$ cat config.mk
export PLATFORM = sky130hd
export DESIGN_NAME = gpio_ctrl_flat
export DESIGN_NICKNAME = d
export VERILOG_FILES = /design/src/rtl/gpio_ctrl_if.sv /design/src/rtl/gpio_ctrl.sv /design/src/flat_wrapper.sv
export SDC_FILE = /design/constraint.sdc
export NUM_CORES = 1
export LEC_CHECK = 0
export ABC_CLOCK_PERIOD_IN_PS = 1700
export BUFFER_PORTS_ARGS = -buffer_cell sky130_fd_sc_hd__buf_2
export CAP_MARGIN = 10
export CORE_MARGIN = 1.5
export CORE_UTILIZATION = 40
export DETAILED_ROUTE_END_ITERATION = 6
export SLEW_MARGIN = 20
export SYNTH_ARGS = -nofsm -noshare
export SYNTH_HDL_FRONTEND = slang
export SYNTH_SLANG_ARGS = --single-unit
$ cat constraint.sdc
create_clock -name clk -period 1.7 [get_ports clk]
set_input_delay 0 -clock clk [delete_from_list [all_inputs] [get_ports clk]]
set_output_delay 0 -clock clk [all_outputs]
set_load 0.01 [all_outputs]
$ cat src/rtl/gpio_ctrl_if.sv
// PicoBlaze I/O port bus between the processor (master) and a register-mapped peripheral (slave).
// Bus rule: a write is accepted on any rising edge where write_strobe=1 and port_id selects a register;
// there is no ready/stall, and in_port answers port_id one clock later.
interface gpio_ctrl_if;
  logic [7:0] port_id;
  logic       write_strobe;
  logic [7:0] out_port;
  logic [7:0] in_port;
  logic       interrupt;

  modport master (
    output port_id,
    output write_strobe,
    output out_port,
    input  in_port,
    input  interrupt
  );

  modport slave (
    input  port_id,
    input  write_strobe,
    input  out_port,
    output in_port,
    output interrupt
  );
endinterface

$ cat src/rtl/gpio_ctrl.sv
// Register-mapped GPIO controller: output/enable registers, synchronised pin inputs, edge status, interrupt.
// Optional per-pin input debouncer enabled by defining GPIO_CTRL_DEBOUNCE_EN.
module gpio_ctrl #(
  parameter int         WIDTH           = 8,
  parameter logic [7:0] BASE_ADDR       = 8'h00,
  parameter int         DEBOUNCE_CYCLES = 16
) (
  input  logic             clk,
  input  logic             reset,
  gpio_ctrl_if.slave       bus,
  output logic [WIDTH-1:0] gpio_oen,
  output logic [WIDTH-1:0] gpio_data_out,
  input  logic [WIDTH-1:0] gpio_data_in
);

  if (WIDTH < 1 || WIDTH > 8 || DEBOUNCE_CYCLES < 2 || DEBOUNCE_CYCLES > 255) begin : g_bad_params
    $error("gpio_ctrl: WIDTH must be 1..8 and DEBOUNCE_CYCLES 2..255");
  end

  logic [7:0]       offset;
  logic [WIDTH-1:0] wdata;
  logic             wr_dout, wr_oen, wr_stat, wr_mask, wr_sel;

  logic [WIDTH-1:0] dout_r, oen_r, stat_r, mask_r, sel_r;
  logic [WIDTH-1:0] raw, sync1, sync2, filt, prev;
  logic [WIDTH-1:0] edge_evt, stat_clr;
  logic [7:0]       rd_data, in_port_r;
  logic             irq_r;

  // Offset arithmetic wraps in 8 bits, so any BASE_ADDR works including near 8'hFF.
  assign offset  = bus.port_id - BASE_ADDR;
  assign wdata   = bus.out_port[WIDTH-1:0];
  assign wr_dout = bus.write_strobe && (offset == 8'd0);
  assign wr_oen  = bus.write_strobe && (offset == 8'd1);
  assign wr_stat = bus.write_strobe && (offset == 8'd3);
  assign wr_mask = bus.write_strobe && (offset == 8'd4);
  assign wr_sel  = bus.write_strobe && (offset == 8'd5);

  // Driven pins read back their own drive value so X/Z from the pin cell never reaches a synchroniser.
  assign raw = (oen_r & dout_r) | (~oen_r & gpio_data_in);

  always_ff @(posedge clk) begin
    if (reset) begin
      sync1 <= '0;
      sync2 <= '0;
    end else begin
      sync1 <= raw;
      sync2 <= sync1;
    end
  end

`ifdef GPIO_CTRL_DEBOUNCE_EN
  localparam logic [7:0] DB_LAST = 8'(DEBOUNCE_CYCLES - 1);
  logic [7:0] db_cnt [WIDTH];

  // filt only follows sync2 after DEBOUNCE_CYCLES consecutive samples that disagree with it.
  always_ff @(posedge clk) begin
    if (reset) begin
      filt <= '0;
      for (int i = 0; i < WIDTH; i++) db_cnt[i] <= 8'd0;
    end else begin
      for (int i = 0; i < WIDTH; i++) begin
        if (sync2[i] != filt[i]) begin
          if (db_cnt[i] == DB_LAST) begin
            filt[i]   <= sync2[i];
            db_cnt[i] <= 8'd0;
          end else begin
            db_cnt[i] <= db_cnt[i] + 8'd1;
          end
        end else begin
          db_cnt[i] <= 8'd0;
        end
      end
    end
  end
`else
  // sync2 is already the single register stage, keeping DATA_IN visible the edge sync2 updates.
  assign filt = sync2;
`endif

  assign edge_evt = (sel_r & filt & ~prev) | (~sel_r & ~filt & prev);
  assign stat_clr = wr_stat ? wdata : '0;

  always_ff @(posedge clk) begin
    if (reset) begin
      dout_r <= '0;
      oen_r  <= '0;
      mask_r <= '0;
      sel_r  <= '0;
      stat_r <= '0;
      prev   <= '0;
      irq_r  <= 1'b0;
    end else begin
      if (wr_dout) dout_r <= wdata;
      if (wr_oen)  oen_r  <= wdata;
      if (wr_mask) mask_r <= wdata;
      if (wr_sel)  sel_r  <= wdata;
      // A new event outranks a simultaneous write-one-to-clear.
      stat_r <= (stat_r & ~stat_clr) | edge_evt;
      prev   <= filt;
      irq_r  <= |(stat_r & mask_r);
    end
  end

  always_comb begin
    rd_data = 8'h00;
    case (offset)
      8'd0:    rd_data[WIDTH-1:0] = dout_r;
      8'd1:    rd_data[WIDTH-1:0] = oen_r;
      8'd2:    rd_data[WIDTH-1:0] = filt;
      8'd3:    rd_data[WIDTH-1:0] = stat_r;
      8'd4:    rd_data[WIDTH-1:0] = mask_r;
      8'd5:    rd_data[WIDTH-1:0] = sel_r;
      default: rd_data = 8'h00;
    endcase
  end

  always_ff @(posedge clk) begin
    if (reset) in_port_r <= 8'h00;
    else       in_port_r <= rd_data;
  end

  assign bus.in_port    = in_port_r;
  assign bus.interrupt  = irq_r;
  assign gpio_oen       = oen_r;
  assign gpio_data_out  = dout_r;

endmodule

$ cat src/flat_wrapper.sv
// flat-port wrapper written by rule: the top's interface ports become plain ports
module gpio_ctrl_flat 
#(
  parameter int         WIDTH           = 8,
  parameter logic [7:0] BASE_ADDR       = 8'h00,
  parameter int         DEBOUNCE_CYCLES = 16
)
  (clk, reset, gpio_oen, gpio_data_out, gpio_data_in, bus_port_id, bus_write_strobe, bus_out_port, bus_in_port, bus_interrupt);
  gpio_ctrl_if bus_i ();
  input  logic clk;
  input  logic reset;
  output logic [WIDTH-1:0] gpio_oen;
  output logic [WIDTH-1:0] gpio_data_out;
  input  logic [WIDTH-1:0] gpio_data_in;
  input wire logic [$bits(bus_i.port_id)-1:0] bus_port_id;
  input wire logic [$bits(bus_i.write_strobe)-1:0] bus_write_strobe;
  input wire logic [$bits(bus_i.out_port)-1:0] bus_out_port;
  output wire logic [$bits(bus_i.in_port)-1:0] bus_in_port;
  output wire logic [$bits(bus_i.interrupt)-1:0] bus_interrupt;
  assign bus_i.port_id = bus_port_id;
  assign bus_i.write_strobe = bus_write_strobe;
  assign bus_i.out_port = bus_out_port;
  assign bus_in_port = bus_i.in_port;
  assign bus_interrupt = bus_i.interrupt;
  gpio_ctrl #(.WIDTH(WIDTH), .BASE_ADDR(BASE_ADDR), .DEBOUNCE_CYCLES(DEBOUNCE_CYCLES)) u_core (.clk(clk), .reset(reset), .bus(bus_i), .gpio_oen(gpio_oen), .gpio_data_out(gpio_data_out), .gpio_data_in(gpio_data_in));
endmodule
==> metrics <==
status=complete, no violations; clk sinks=73; register area=1460 um2; Synth async-reset ratio=0%; Critical Path AT=1.47 ns; CTS tree=yes; Initial Utilization=between 40% and 50%; clock buffer depth=2; post-detail-place hpwl=4840 um; worst r2r src=u_core.gpio_oen[2]$_SDFFE_PP0P_; Synth Net Count=320; CP Capture Type=flop; Area Overhead vs Synth=21.0%; CTS Root Cell=clkbuf_8; Synth top area share=between 40% and 50%; Filler Cell Count=743; antenna-violating nets left=0; top_reg_cell synth=dfxtp_1; n_diodes=0; first-pass GRT wire length=11600 um; Max-slew headroom=66.3%; H-tree level count=3; VDD IR-drop max=just over 400 uV; Die Height=91.8 um; Die ar.=8430 um2; Worst Hold Depth=3; cell taking the most area after synthesis=dfxtp_1; Reg power frac=a little over half; final wirelength=7200 um; routability cong.=0.793; CP required=1.92 ns; Netlist cell types=24; Setup-failing EPs final=0; clock share of power=38.0%; largest net degree at the start of global routing=43; Post-synth EDFFs=0; pre-CTS setup slack=0.123 ns; vias in the first global route=~2300; vias post-DR=about 2400; sequential area share after synthesis=46.3%; Post-DP Area=around 3600 um2; final period utilization=approximately three quarters; crit path kind=flop to flop; layout cell share with drive strength beyond 1=25.6%; setup slack, reg-to-reg=0.45 ns; Net Switching=0.746 mW; Hold WS=0.0243 ns; Yosys reg bits=73; syn avg cell area=10.8 um2; area of the multi-input gates=1570 um2; Setup Skew=~0.0059 ns; RSZ-0062 raised after global routing=no; Layout Nets=between 300 and 400; fin area=3820 um2; CP Cell Sequence=mux4_1 -> a22oi_1 -> nor2_1; Min-Delay Path Class=input port to flop; Hold EP=u_core.sel_r[4]$_SDFFE_PP0P_; Mapped Cells=293; Post-synth top cells=dfxtp_1 (73), mux2i_1 (40), nand2b_1 (40); final hold viol count=0; Final WS setup=0.445 ns; Max Transition Viols Final=0; crit path max fanout=4; FF-to-FF path depth=3; largest cells by area after synthesis=dfxtp_1 (46%), mux2i_1 (13%), nand2b_1 (7.9%); Crit Reg-Reg Endpoint=u_core.bus.in_port[2]$_SDFF_PP0_; Pint=2.46 mW; I/O Buffers=51; number of max-cap violations=0; CP max stage delay=between 0.5 and 0.6 ns; CP max-delay cell=mux4_1; Worst Max-Slew Pin Slew=between 0.5 and 0.6 ns; FP Rows=32; worst skew pair latency=around 0.34 ns; Fmax=797 MHz; grt ovf=0; most common cell in the netlist=dfxtp_1; Synth Cell Area=3160 um2; Sw Share=23.3%; die width=91.8 um; Min-Delay Startpoint=bus_out_port[4]; total core area=7690 um2; cell area power density=roughly 840 nW/um2; TritonCTS buffer count=9; Syn. warnings=0; combinational fraction of design power=under 10%; drc violations=0; total track usage=18.0%; top-level I/O count=52; Finished Layout Cells=465; vias per cell=around 5.1; WL/cell=~15 um; clock slew seen by the registers of the worst setup and hold paths=0.07 ns; antenna violations before repair=0; Worst setup SP type=flop; Tmin final=about 1.3 ns; Total Neg Setup Slack=0 ns; first drt pass iteration count=4; P_leak=about 1.7 nW; Iter 0 DRT Violations=106; Inst Count DP=441
==> worst max path at each step <==
stage                                     from                               end  cells after the start
3_3_place_gp                    bus_port_id[0]      u_core.sel_r[1]$_SDFFE_PP0P_                      4
2_1_floorplan                   bus_port_id[7]     u_core.mask_r[0]$_SDFFE_PP0P_                      4
5_1_grt        u_core.gpio_oen[1]$_SDFFE_PP0P_  u_core.bus.in_port[1]$_SDFF_PP0_                      3
6_report       u_core.gpio_oen[2]$_SDFFE_PP0P_  u_core.bus.in_port[2]$_SDFF_PP0_                      3
3_5_place_dp                    bus_port_id[0]      u_core.sel_r[3]$_SDFFE_PP0P_                      4
4_1_cts        u_core.gpio_oen[2]$_SDFFE_PP0P_  u_core.bus.in_port[2]$_SDFF_PP0_                      3
==> area by class of cell <==
| class | instances | area share, % |
|---|---|---|
| Multi-Input combinational cell | 193 | 41.1 |
| Inverter | 10 | 0.982 |
| Clock inverter | 3 | 0.393 |
| Sequential cell | 73 | 38.2 |
| Clock buffer | 13 | 4.16 |
| Timing Repair Buffer | 71 | 11.8 |
| Tap cell | 102 | 3.34 |
==> power by group through the flow <==
stage | combinational, mW | clock [mW] | sequential (mW)
after detailed placement | 0.215 | 0 | 1.80
final | 0.230 | 1.22 | 1.76
after CTS | 0.229 | 1.24 | 1.76
after global routing | 0.249 | 1.32 | 1.76
after global placement | 0.214 | 0 | 1.79
after floorplan | 0.131 | 0 | 1.79
==> logic make-up (layout without fill, tap and decap cells) <==
| logic type | Yosys count | after routing | synth area share [%] |
|---|---|---|---|
| simple gates | 100 | 100 | 19.9 |
| flops | 73 | 73 | 46.3 |
| mux | 56 | 56 | 22.0 |
| compound gates | 37 | 37 | 7.89 |
| buf+inv | 27 | 97 | 3.96 |
==> cells in the final DEF (no fill, tap or decap), types with 3 or more instances in the layout <==
cell	netlist	layout
clkbuf_8	0	11
mux2_2	8	8
nand2b_1	40	40
o41ai_1	8	8
clkinv_2	0	3
buf_2	1	51
nor2b_1	17	17
buf_4	0	10
dfxtp_1	73	73
mux4_1	6	6
mux2i_1	40	40
nor2_1	24	24
a22oi_1	12	12
a21oi_1	16	16
dlygate4sd3_1	0	8
inv_1	10	10
and3b_1	8	8
or3_1	4	4
==> metal layers <==
| metal | vias to the layer above | track usage [%] | wire (um) |
|---|---|---|---|
| met5 | - | 0 | 0 |
| met4 | 0 | 8.85 | 221 |
| met3 | 20 | 2.99 | 400 |
| met2 | 74 | 26.9 | 3030 |
| met1 | 1113 | 25.2 | 3550 |
| li1 | 1162 | - | - |
==> worst max-delay path, delay by kind of cell, from the launching register on <==
kind	cells	cell delay, ns
flops	1	0.35
compound gates	1	0.21
simple gates	1	0.07
mux	1	0.51
==> stage by stage <==
stage | power [mW] | util, %
CTS | 3.23 | 49.7
global route | 3.33 | 49.7
floorplan | 1.92 | -
finish | 3.20 | 49.7
detailed placement | 2.01 | 46.4
global placement | 2.01 | 46.4
==> flip-flops by register name, summed over array words and instances (netlist names) <==
register              count
u_core.bus.in_port        8
u_core.bus.interrupt      1
u_core.filt               8
u_core.gpio_data_out      8
u_core.gpio_oen           8
u_core.mask_r             8
u_core.prev               8
u_core.sel_r              8
u_core.stat_r             8
u_core.sync1              8
==> what timing repair did <==
item | CTS | global route
gates resized for setup | 0 | 0
setup buffers | 0 | 0
hold buffers | 8 | 0
endpoints found under the hold margin | 8 | 0
Note: power is estimated with default switching activity, not from simulation.
